<file path="src/rtl/multififo_pkg.sv">
// rtl/multififo_pkg.sv - shared types, constants and round-robin index helper for the write scheduler
package multififo_pkg;

  typedef enum logic {
    RR   = 1'b0,
    HOLD = 1'b1
  } sched_state_t;

  localparam int LENW = 4;

  // Index of the requester 'off' positions after 'base' in a ring of n requesters.
  function automatic int unsigned rr_index(input int unsigned base,
                                           input int unsigned off,
                                           input int unsigned n);
    return (base + off) % n;
  endfunction

endpackage

</file>
<file path="src/rtl/multififo_wr_sched_rr_pick.sv">
// rtl/multififo_wr_sched_rr_pick.sv - rotate-priority find-first starting at the round-robin pointer
module rr_pick
  import multififo_pkg::*;
#(
  parameter int N  = 4,
  parameter int IW = 2
) (
  input  logic [N-1:0]  vec,
  input  logic [IW-1:0] rr,
  output logic [IW-1:0] idx,
  output logic          found
);

  logic [IW-1:0] j;

  // Walk rr, rr+1, ... and latch the first set bit.
  always_comb begin
    idx   = '0;
    found = 1'b0;
    j     = '0;
    for (int k = 0; k < N; k++) begin
      j = IW'(rr_index(32'(rr), 32'(k), 32'(N)));
      if (!found && vec[j]) begin
        idx   = j;
        found = 1'b1;
      end
    end
  end

endmodule

</file>
<file path="src/rtl/multififo_wr_sched.sv">
// rtl/multififo_wr_sched.sv - round-robin burst write scheduler for the multi-write FIFO; MULTIFIFO_SCHED_STATS_EN adds grant_cnt
module multififo_wr_sched
  import multififo_pkg::*;
#(
  parameter int NREQ   = 4,
  parameter int WIDTH  = 32,
  parameter int MAXW   = 10,
  parameter int DEPTH  = 8,
  parameter int STARVE = 4
) (
  input  logic                        clk,
  input  logic                        rst,
  input  logic                        softreset,
  input  logic [NREQ-1:0]             req_valid,
  input  logic [NREQ*LENW-1:0]        req_len,
  input  logic [NREQ*MAXW*WIDTH-1:0]  req_data,
  output logic [NREQ-1:0]             req_ack,
  output logic [3:0]                  fifo_writes,
  output logic [MAXW*WIDTH-1:0]       fifo_din,
  input  logic [15:0]                 fifo_frees,
  input  logic                        fifo_taken,
  output logic                        hold,
  output logic                        err_len,
  output logic                        err_overflow
`ifdef MULTIFIFO_SCHED_STATS_EN
  ,
  output logic [NREQ*16-1:0]          grant_cnt
`endif
);

  localparam int IW   = $clog2(NREQ);
  localparam int MAXL = (MAXW < DEPTH) ? MAXW : DEPTH;
  localparam int SW   = $clog2(STARVE + 1);
  localparam int BW   = MAXW * WIDTH;
  localparam logic [LENW-1:0] MAXL_L = LENW'(MAXL);

  sched_state_t        state, state_n;
  logic [IW-1:0]       rr, rr_n;
  logic [SW-1:0]       cnt, cnt_n;
  logic [IW-1:0]       sidx, sidx_n;

  logic [16:0]         eff_raw, eff;
  logic [LENW-1:0]     lens [NREQ];
  logic [NREQ-1:0]     legal, fits, elig, sel_vec, head_vec, rr_oh;
  logic [IW-1:0]       pick_idx, head_idx;
  logic                pick_found, head_found;
  logic                blocked, grant, drop, starving;
  logic [BW-1:0]       din_n;

  // The in-flight write has not yet landed in fifo_frees, so subtract it; clamp at zero.
  assign eff_raw = {1'b0, fifo_frees} - {13'd0, fifo_writes};
  assign eff     = eff_raw[16] ? '0 : eff_raw;

  for (genvar g = 0; g < NREQ; g++) begin : g_req
    assign lens[g]  = req_len[g*LENW +: LENW];
    assign legal[g] = (lens[g] != '0) && (lens[g] <= MAXL_L);
    assign fits[g]  = ({13'd0, lens[g]} <= eff);
  end

  assign elig     = req_valid & legal & fits;
  assign head_vec = req_valid & legal;
  assign rr_oh    = NREQ'(1) << rr;

  // Illegal lengths stay selectable so they get flushed; in HOLD only the starving head may win.
  assign sel_vec = (state == HOLD) ? (elig & rr_oh) : (req_valid & (~legal | fits));

  rr_pick #(.N(NREQ), .IW(IW)) u_pick (
    .vec   (sel_vec),
    .rr    (rr),
    .idx   (pick_idx),
    .found (pick_found)
  );

  // The head is the first valid, legal requester from rr: the one a large burst starves behind.
  rr_pick #(.N(NREQ), .IW(IW)) u_head (
    .vec   (head_vec),
    .rr    (rr),
    .idx   (head_idx),
    .found (head_found)
  );

  assign blocked = rst | softreset;
  assign grant   = !blocked && pick_found && legal[pick_idx];
  assign drop    = !blocked && pick_found && !legal[pick_idx];
  assign req_ack = (grant || drop) ? (NREQ'(1) << pick_idx) : '0;
  assign err_len = drop;
  assign hold    = (state == HOLD);

  // Next-state: pointer advance, starve counting and the RR/HOLD transitions.
  always_comb begin
    state_n  = state;
    rr_n     = rr;
    cnt_n    = '0;
    sidx_n   = sidx;
    starving = head_found && !fits[head_idx];
    case (state)
      RR: begin
        if (starving) begin
          if ((cnt != '0) && (head_idx == sidx)) cnt_n = cnt + 1'b1;
          else                                   cnt_n = SW'(1);
          sidx_n = head_idx;
        end
        if (grant) rr_n = IW'(rr_index(32'(pick_idx), 32'd1, 32'(NREQ)));
        if (starving && (cnt_n == SW'(STARVE))) begin
          state_n = HOLD;
          rr_n    = head_idx;
          cnt_n   = '0;
        end
      end
      HOLD: begin
        if (grant) begin
          state_n = RR;
          rr_n    = IW'(rr_index(32'(rr), 32'd1, 32'(NREQ)));
        end else if (!req_valid[rr]) begin
          state_n = RR;
        end
      end
      default: state_n = RR;
    endcase
  end

  // Scheduler state register.
  always_ff @(posedge clk or posedge rst) begin
    if (rst) begin
      state <= RR;
      rr    <= '0;
      cnt   <= '0;
      sidx  <= '0;
    end else if (softreset) begin
      state <= RR;
      rr    <= '0;
      cnt   <= '0;
      sidx  <= '0;
    end else begin
      state <= state_n;
      rr    <= rr_n;
      cnt   <= cnt_n;
      sidx  <= sidx_n;
    end
  end

  // Granted burst words with lanes beyond len forced to zero.
  always_comb begin
    din_n = '0;
    for (int l = 0; l < MAXW; l++) begin
      if (l < {28'd0, lens[pick_idx]})
        din_n[l*WIDTH +: WIDTH] = req_data[(int'(pick_idx)*MAXW + l)*WIDTH +: WIDTH];
    end
  end

  // Register stage toward the FIFO write port.
  always_ff @(posedge clk or posedge rst) begin
    if (rst) begin
      fifo_writes <= '0;
      fifo_din    <= '0;
    end else if (softreset || !grant) begin
      fifo_writes <= '0;
      fifo_din    <= '0;
    end else begin
      fifo_writes <= lens[pick_idx];
      fifo_din    <= din_n;
    end
  end

  // Sticky flag: the FIFO refused a write we issued.
  always_ff @(posedge clk or posedge rst) begin
    if (rst)                                      err_overflow <= 1'b0;
    else if (softreset)                           err_overflow <= 1'b0;
    else if ((fifo_writes != '0) && !fifo_taken)  err_overflow <= 1'b1;
  end

`ifdef MULTIFIFO_SCHED_STATS_EN
  // Per-requester granted burst counters, wrapping at 16 bits.
  always_ff @(posedge clk or posedge rst) begin
    if (rst) begin
      grant_cnt <= '0;
    end else if (softreset) begin
      grant_cnt <= '0;
    end else if (grant) begin
      for (int i = 0; i < NREQ; i++) begin
        if (IW'(i) == pick_idx) grant_cnt[i*16 +: 16] <= grant_cnt[i*16 +: 16] + 16'd1;
      end
    end
  end
`endif

endmodule

</file>
<file path="config.mk">
export PLATFORM = sky130hd
export DESIGN_NAME = multififo_wr_sched
export DESIGN_NICKNAME = d
export VERILOG_FILES = /design/src/rtl/multififo_pkg.sv /design/src/rtl/multififo_wr_sched_rr_pick.sv /design/src/rtl/multififo_wr_sched.sv
export SDC_FILE = /design/constraint.sdc
export NUM_CORES = 1
export LEC_CHECK = 0
export CAP_MARGIN = 30
export CORE_AREA = 2 2 640 642
export DETAILED_ROUTE_END_ITERATION = 10
export DIE_AREA = 0 0 642 644
export PLACE_DENSITY_LB_ADDON = 0.1
export SLEW_MARGIN = 15
export SYNTH_ARGS = -nofsm -noshare
export SYNTH_HDL_FRONTEND = slang
export SYNTH_SLANG_ARGS = --single-unit
</file>
<file path="constraint.sdc">
create_clock -name clk -period 9.4 [get_ports clk]
set_input_delay 0.94 -clock clk [delete_from_list [all_inputs] [get_ports clk]]
set_output_delay 0.94 -clock clk [all_outputs]
set_load 0.1 [all_outputs]
</file>
==> flow_metrics.py, run 1 <==
metrics = {
    "global_route": {
        "grt_max_degree": 116,
        "grt_pass1_vias": 47300,
        "met2_usage_pct": 36.4,
        "gr-total-overflow": 0,
        "grt_use_total_pct": 19.3,
        "antenna_found_initial": 283,
        "gr-usage-met3_pct": 4.03,
        "grt_pass1_wl_um": 528000,
        "grt_busiest_layer": "met2",
        "use_met1_pct": 20.5,
    },
    "min_path": {
        "holdPathStages": 1,
        "hold_class": "flop to flop",
        "min_from": "cnt[0]$_DFF_PP0_",
        "min_to": "cnt[0]$_DFF_PP0_",
    },
    "placement": {
        "globalplace.congestion": 0.876,
        "dp_hpwl_um": 334000,
        "io_buffers": 1650,
    },
    "clock_tree": {
        "post-cts-setup-buffers": 0,
        "cts.clk_slew.worst_paths_ns": 0.05,
        "postCtsHoldBufs": 0,
        "cts.sinks": 333,
        "root_buffer": "clkbuf_16",
        "cts_tree": "done",
        "htreeDepth": 2,
        "clockBufferDepth": 3,
        "clock_latency_ns": 0.78,
        "cts.repair.resized": 0,
        "cts-buffers-inserted": 60,
    },
    "logic_synthesis": {
        "synth_top_area_share_pct": 23.0,
        "netlist_instances": 4010,
        "synthTopCellsByArea": "mux4_2 (23%), dfrtp_1 (22%), mux2i_1 (10%)",
        "syn_area_sq_um": 37300,
        "synth_seq_cells": 333,
        "ys.flop_type": "dfrtp_1",
        "postSynthAreaPerCell_sq_um": 9.31,
        "synthArstFlopShare_pct": 100,
        "ys_warn_count": 0,
        "synth_edf_count": 0,
        "seq_area_frac_synth_pct": 22.3,
        "synthDistinctLibCells": 85,
        "synth_top_area_cell": "mux4_2",
    },
    "routing": {
        "dr.pass1.iters": 5,
        "vias": 45300,
        "antenna_left": 0,
        "avgViaCountPerCell": 4.01,
        "remaining_drc_errors": 0,
        "drtIter0Drc": 3405,
        "post_drt_wl_per_cell_um": 36.7,
        "drt_wl_total_um": 414000,
    },
    "setup_path": {
        "critPathMaxFanout": 57,
        "worstPathArrival_ns": 7.77,
        "crit_type": "primary input to primary output",
        "worst_path_largest_cell_delay_ns": 0.60,
        "path_cells": "clkdlybuf4s50_1 > inv_1 > ha_1 > fa_1 > nor2b_1 > o21ai_0 > and4_1 > or3_1 > ha_1 > o21a_1 > o21ai_0 > o21ai_0 > and2_1 > o211ai_1 > a21oi_2 > a21o_4 > ha_4 > buf_12 > inv_2 > nor2_1 > buf_12",
        "r2r-start": "fifo_writes[3]$_DFF_PP0_",
        "critPathMostFrequentCell": "o21ai_0",
        "r2r_end": "fifo_din[158]$_DFF_PP0_",
        "cp.buffers_inverters": 5,
        "crit_family": "simple AND/OR/NAND/NOR gates",
        "start_kind": "primary input",
        "crit_slowest_cell": "nor2_1",
        "cp-end-kind": "primary output",
        "required_ns": 8.46,
        "timing.reg2reg.setup_slack_ns": 1.73,
        "r2r_cells": 24,
    },
    "sta": {
        "setup_tns_ns": 0,
        "fmax_mhz": 115,
        "finalSetupViolCount": 0,
        "tightest_slew_ns": 1.15,
        "timing.hold.ws_ns": 0.503,
        "fin_crit_sh_pct": 92.6,
        "drv_slew": 0,
        "skew_ns": 0.0393,
        "rsz0062_at_grt": "no",
        "final-hold-violation-count": 0,
        "slew_headroom_pct": 23.1,
        "final.min_clock_period_ns": 8.71,
    },
    "final_layout": {
        "synthToLayoutAreaGrowth_pct": 81.1,
        "drive_gt1_share_pct": 16.3,
        "nets": 7024,
        "num-fill-cells": 45800,
        "finish.utilization_pct": 16.6,
    },
    "pwr": {
        "ir_drop_mv": 0.171,
        "p_int_uw": 7510,
        "pwr-share-clk_pct": 16.0,
        "comb_power_share_pct": 73.5,
        "p_seq_share_pct": 10.5,
        "power.switching_uw": 8790,
        "powerDensity_nw_per_um2": 241,
        "p_sw_share_pct": 53.9,
        "p_leak_uw": 0.0248,
    },
    "outcome": {
        "status": "finished clean",
    },
    "die": {
        "start_util_pct": 9.16,
        "rows": 235,
        "core_area_sq_um": 408000,
        "fp.dieW_um": 642,
        "dieArea_sq_um": 413000,
        "die_y_um": 644,
        "ios": 1651,
    },
    "job": {
        "drv_cap": 0,
    },
}
## stage by stage
stage | setup WS, ns | instance area [sq um] | power [uW] | cells
CTS | 0.608 | 67200 | 16700 | 11200
global placement | 0.440 | 61000 | 13400 | 10900
global route | 0.298 | 67400 | 17100 | 11200
floorplan | 1.25 | 37600 | 8230 | 4073
detailed placement | 0.591 | 65100 | 13900 | 11100
finish | 0.694 | 67600 | 16300 | 11300
## power by group through the flow
stage | Clock (uW) | Combinational (uW) | Sequential [uW]
CTS | 2740 | 12200 | 1720
global route | 2760 | 12600 | 1740
finish | 2600 | 12000 | 1720
detailed placement | 0 | 12200 | 1740
floorplan | 0 | 5170 | 3060
global placement | 0 | 11600 | 1750
## worst max-delay path by stage
stage | startpoint | end | slack [ns] | depth (start not counted)
final | fifo_frees[0] | req_ack[3] | 0.69 | 21
after global routing | fifo_frees[0] | req_ack[3] | 0.30 | 24
after CTS | fifo_frees[0] | req_ack[3] | 0.61 | 22
after detailed placement | fifo_frees[0] | fifo_din[158]$_DFF_PP0_ | 0.59 | 25
after global placement | fifo_frees[0] | fifo_din[220]$_DFF_PP0_ | 0.44 | 22
after floorplan | fifo_frees[0] | req_ack[3] | 1.25 | 25
## sequential cells by signal, indices dropped and copies added, names as in the netlist
signal	flops
fifo_writes	4
cnt	3
hold	1
err_overflow	1
fifo_din	320
sidx	2
rr	2
## synthesized netlist by cell type, types with 6 or more instances
master and n:
nand3_1 81, a31oi_1 58, a221oi_1 91, ha_1 32
nor2b_1 15, buf_4 31, nand4_1 41, xnor2_1 6
and3_1 38, o31ai_1 7, a21oi_1 214, buf_2 130
o22ai_1 35, o211a_1 29, inv_1 34, or3_1 6
mux2i_1 376, nand2b_1 36, and2_1 222, o31a_1 34
a32oi_1 51, mux2_2 40, nor4_1 12, nor3_1 13
nand2_1 755, a211oi_1 115, o21ai_1 18, buf_6 8
a21o_1 6, mux4_2 381, o211ai_1 73, a2111oi_0 23
a22oi_1 58, a22o_1 71, o21a_1 11, buf_1 25
nor2_1 90, clkbuf_1 222, dfrtp_1 333, o21ai_0 111
o221ai_1 11
## metal layers
metal	part of all wire, %	vias up
li1	-	19000
met3	5.4	657
met1	36	23600
met5	0.16	-
met4	4.7	102
met2	53	2031
## final cells by class
type	instances	area, sq um	share of cell area (%)
diodes	130	325	0.481
clock buffers	84	1780	2.64
clock inverters	26	338	0.500
inverters	36	156	0.231
multi-input cells	3288	27500	40.7
flip-flops and latches	333	8330	12.3
well taps	5451	6820	10.1
repair buffers	1952	22300	33.0
## kinds of logic (layout without fill, tap and decap cells)
family                   count (synthesis)  count (layout)  synth area share (%)
buffers and inverters                  452            2098                  5.46
flip-flops                             333             333                  22.3
adder cells (fa/ha/maj)                 33              33                  1.13
multiplexers                           798             798                  34.3
other                                    1             194                0.0100
AO/OA/AOI/OAI                         1061            1061                  20.3
XOR/XNOR                                 6               6                 0.141
AND/OR/NAND/NOR                       1326            1326                  16.4
## placed cells by master, fill, tap and decap left out, types with 34 or more instances in the layout
| cell | instances |
|---|---|
| a211oi_1 | 114 |
| a21oi_1 | 214 |
| a221oi_1 | 91 |
| a22o_1 | 71 |
| a22oi_1 | 58 |
| a31oi_1 | 58 |
| a32oi_1 | 51 |
| and2_1 | 221 |
| and3_1 | 38 |
| buf_12 | 48 |
| buf_16 | 151 |
| buf_4 | 130 |
| clkbuf_16 | 61 |
| clkdlybuf4s50_1 | 1617 |
| conb_1 | 64 |
| dfrtp_1 | 333 |
| diode_2 | 130 |
| mux2_2 | 40 |
| mux2i_1 | 375 |
| mux4_2 | 381 |
| nand2_1 | 745 |
| nand2b_1 | 36 |
| nand3_1 | 81 |
| nand4_1 | 41 |
| nor2_1 | 72 |
| o211ai_1 | 73 |
| o21ai_0 | 111 |
| o22ai_1 | 35 |
| o31a_1 | 34 |
## worst register-to-register path, stage by stage (launching register included)
cell and delay [ns]:
dfrtp_1 0.52, inv_1 0.08, ha_1 0.27, or4_4 0.48, nor3_1 0.21, nand4_1 0.36
nand2b_1 0.36, ha_1 0.30, nor2b_1 0.14, o21a_1 0.17, o21a_1 0.17, o21ai_0 0.35
o21bai_1 0.16, o31ai_2 0.22, nand3_1 0.32, a21oi_2 0.62, a21o_4 0.35, ha_4 0.33
or2_2 0.35, nor2_4 0.63, buf_4 0.55, nand2_1 0.18, o22ai_1 0.19, a31oi_1 0.06
a31oi_1 0.21
No activity file was read; power rests on OpenSTA's default activity.
==> run 2, diff against run 1 <==
==> constraint.sdc (replaced) <==
create_clock -name clk -period 8.9 [get_ports clk]
set_input_delay 2.67 -clock clk [delete_from_list [all_inputs] [get_ports clk]]
set_output_delay 2.67 -clock clk [all_outputs]
set_load 0.1 [all_outputs]
==> flow_metrics.py, run 2 (synthesis gave the netlist of run 1 again) <==
metrics = {
    "outcome": {
        "status": "complete, but fails checks",
        "violations": "negative setup slack",
    },
    "routing": {
        "avgViaCountPerCell": 3.96,
        "drtIter0Drc": 3328,
        "antenna_left": 0,
        "dr.pass1.iters": 5,
        "vias": 46500,
        "post_drt_wl_per_cell_um": 35.3,
        "remaining_drc_errors": 0,
        "drt_wl_total_um": 415000,
    },
    "global_route": {
        "grt_pass1_wl_um": 532000,
        "grt_pass1_vias": 48600,
        "antenna_found_initial": 289,
        "grt_use_total_pct": 19.4,
        "grt_max_degree": 127,
        "gr-total-overflow": 0,
    },
    "final_layout": {
        "final_common_cell": "clkdlybuf4s50_1",
        "final_cell_mix": "clkdlybuf4s50_1 (1,614), nand2_1 (742), buf_4 (489)",
        "num-fill-cells": 45500,
        "largest_reg_flops": 320,
        "reg.largest.list": "fifo_din: 320 flops, fifo_writes: 4 flops, cnt: 3 flops",
        "drive_gt1_share_pct": 23.0,
        "nets": 7470,
        "top_register": "fifo_din",
        "seqCellArea_sq_um": 8330,
        "synthToLayoutAreaGrowth_pct": 93.0,
        "stdcell_area_sq_um": 72000,
        "fin_cells": 11800,
        "multi_input_area_sq_um": 27900,
    },
    "pwr": {
        "total_power_uw": 18200,
        "p_leak_uw": 0.0273,
        "powerDensity_nw_per_um2": 252,
        "ir_drop_mv": 0.207,
    },
    "clock_tree": {
        "root_buffer": "clkbuf_16",
        "cts.clk_slew.worst_paths_ns": 0.05,
        "cts.sinks": 333,
        "clockBufferDepth": 3,
        "cts_tree": "done",
        "htreeDepth": 2,
        "postCtsHoldBufs": 0,
        "clock_latency_ns": 0.79,
        "cts-buffers-inserted": 61,
    },
    "setup_path": {
        "r2r_end": "fifo_din[175]$_DFF_PP0_",
        "start_kind": "primary input",
        "r2r_cells": 30,
        "path_cells": "buf_8 > ha_4 > or4_4 > nor3_4 > nand4_1 > nand2b_4 > buf_6 > ha_4 > nor2b_4 > o21a_1 > o21a_1 > o21ai_2 > o21ai_2 > nand2_2 > o21ai_2 > a222oi_1 > buf_4 > o21a_4 > a21o_4 > buf_8 > inv_16 > ha_4 > and2_4 > buf_12",
        "worstPathArrival_ns": 6.88,
        "worst_path_largest_cell_delay_ns": 0.55,
        "critPathMaxFanout": 4,
        "crit_slowest_cell": "or4_4",
        "cp.buffers_inverters": 6,
        "cp-end-kind": "primary output",
        "crit_type": "primary input to primary output",
        "required_ns": 6.23,
        "timing.reg2reg.setup_slack_ns": 1.82,
        "r2r-start": "fifo_writes[3]$_DFF_PP0_",
        "crit_family": "simple AND/OR/NAND/NOR gates",
    },
    "die": {
        "core_area_sq_um": 408000,
        "die_y_um": 644,
        "rows": 235,
        "ios": 1651,
        "dieArea_sq_um": 413000,
        "fp.dieW_um": 642,
        "start_util_pct": 9.16,
    },
    "sta": {
        "slew_headroom_pct": 21.0,
        "setup_tns_ns": -3.15,
        "drv_slew": 0,
        "fin_crit_sh_pct": 107,
        "rsz0062_at_grt": "yes",
        "fmax_mhz": 105,
        "timing.final.ws_setup_ns": -0.652,
        "final-hold-violation-count": 0,
        "final.min_clock_period_ns": 9.55,
        "skew_ns": 0.0282,
        "finalSetupViolCount": 5,
        "tightest_slew_ns": 1.18,
        "timing.hold.ws_ns": 0.511,
    },
    "min_path": {
        "hold_class": "flop to flop",
        "holdPathStages": 1,
        "min_to": "cnt[0]$_DFF_PP0_",
        "min_from": "cnt[0]$_DFF_PP0_",
    },
    "placement": {
        "place_inst": 11500,
        "globalplace.congestion": 0.864,
        "io_buffers": 1650,
        "dp_hpwl_um": 344000,
        "place_area_sq_um": 69200,
    },
    "job": {
        "drv_cap": 0,
    },
}
-- run 2: where the power goes --
group	internal, uW	switching (uW)
clock network	1460	1190
registers	1710	106
logic	5580	8110
total	8750	9400
-- run 2: what timing repair did --
item	4_1_cts	5_1_grt
pin swaps	23	22
setup buffers	11	3
setup endpoints to repair	10	5
resized for setup	53	25
-- run 2: cell type report --
class | count | area share (%)
Multi-Input combinational cell | 3288 | 38.7
Inverter | 36 | 0.243
Timing Repair Buffer | 2397 | 36.7
Sequential cell | 333 | 11.6
Clock buffer | 84 | 2.39
Tap cell | 5451 | 9.47
Antenna cell | 137 | 0.476
Clock inverter | 27 | 0.422
-- run 2: how the worst max path moves through the flow --
stage	start	to	slack [ns]	cells after the start
floorplan	fifo_frees[0]	req_ack[3]	-1.13	25
global placement	fifo_frees[3]	err_len	-1.48	23
detailed placement	fifo_frees[0]	err_len	-1.28	24
CTS	fifo_frees[3]	err_len	-0.62	24
global route	fifo_frees[3]	err_len	-0.83	24
finish	fifo_frees[3]	req_ack[1]	-0.65	24
-- run 2: metrics by stage --
step / worst slack, ns / util [%]
6_report: -0.652 / 17.7
5_1_grt: -0.832 / 17.7
4_1_cts: -0.621 / 17.5
3_5_place_dp: -1.28 / 17.0
3_3_place_gp: -1.48 / 16.1
2_1_floorplan: -1.13 / -
-- run 2: worst register-to-register path, delay by kind of cell, from the launching register on --
family,cells,cell delay [ns]
AND/OR/NAND/NOR,10,2.33
AO/OA/AOI/OAI,10,1.88
buffers and inverters,7,1.55
adder cells (fa/ha/maj),3,0.72
flip-flops,1,0.52
-- run 2: routing by layer --
metal	global-route usage (%)	up-vias	wire length (um)
met5	0	-	669
met4	8.39	104	16600
met3	3.95	632	22000
met2	36.2	2019	223000
met1	20.9	23900	153000
li1	-	19900	-
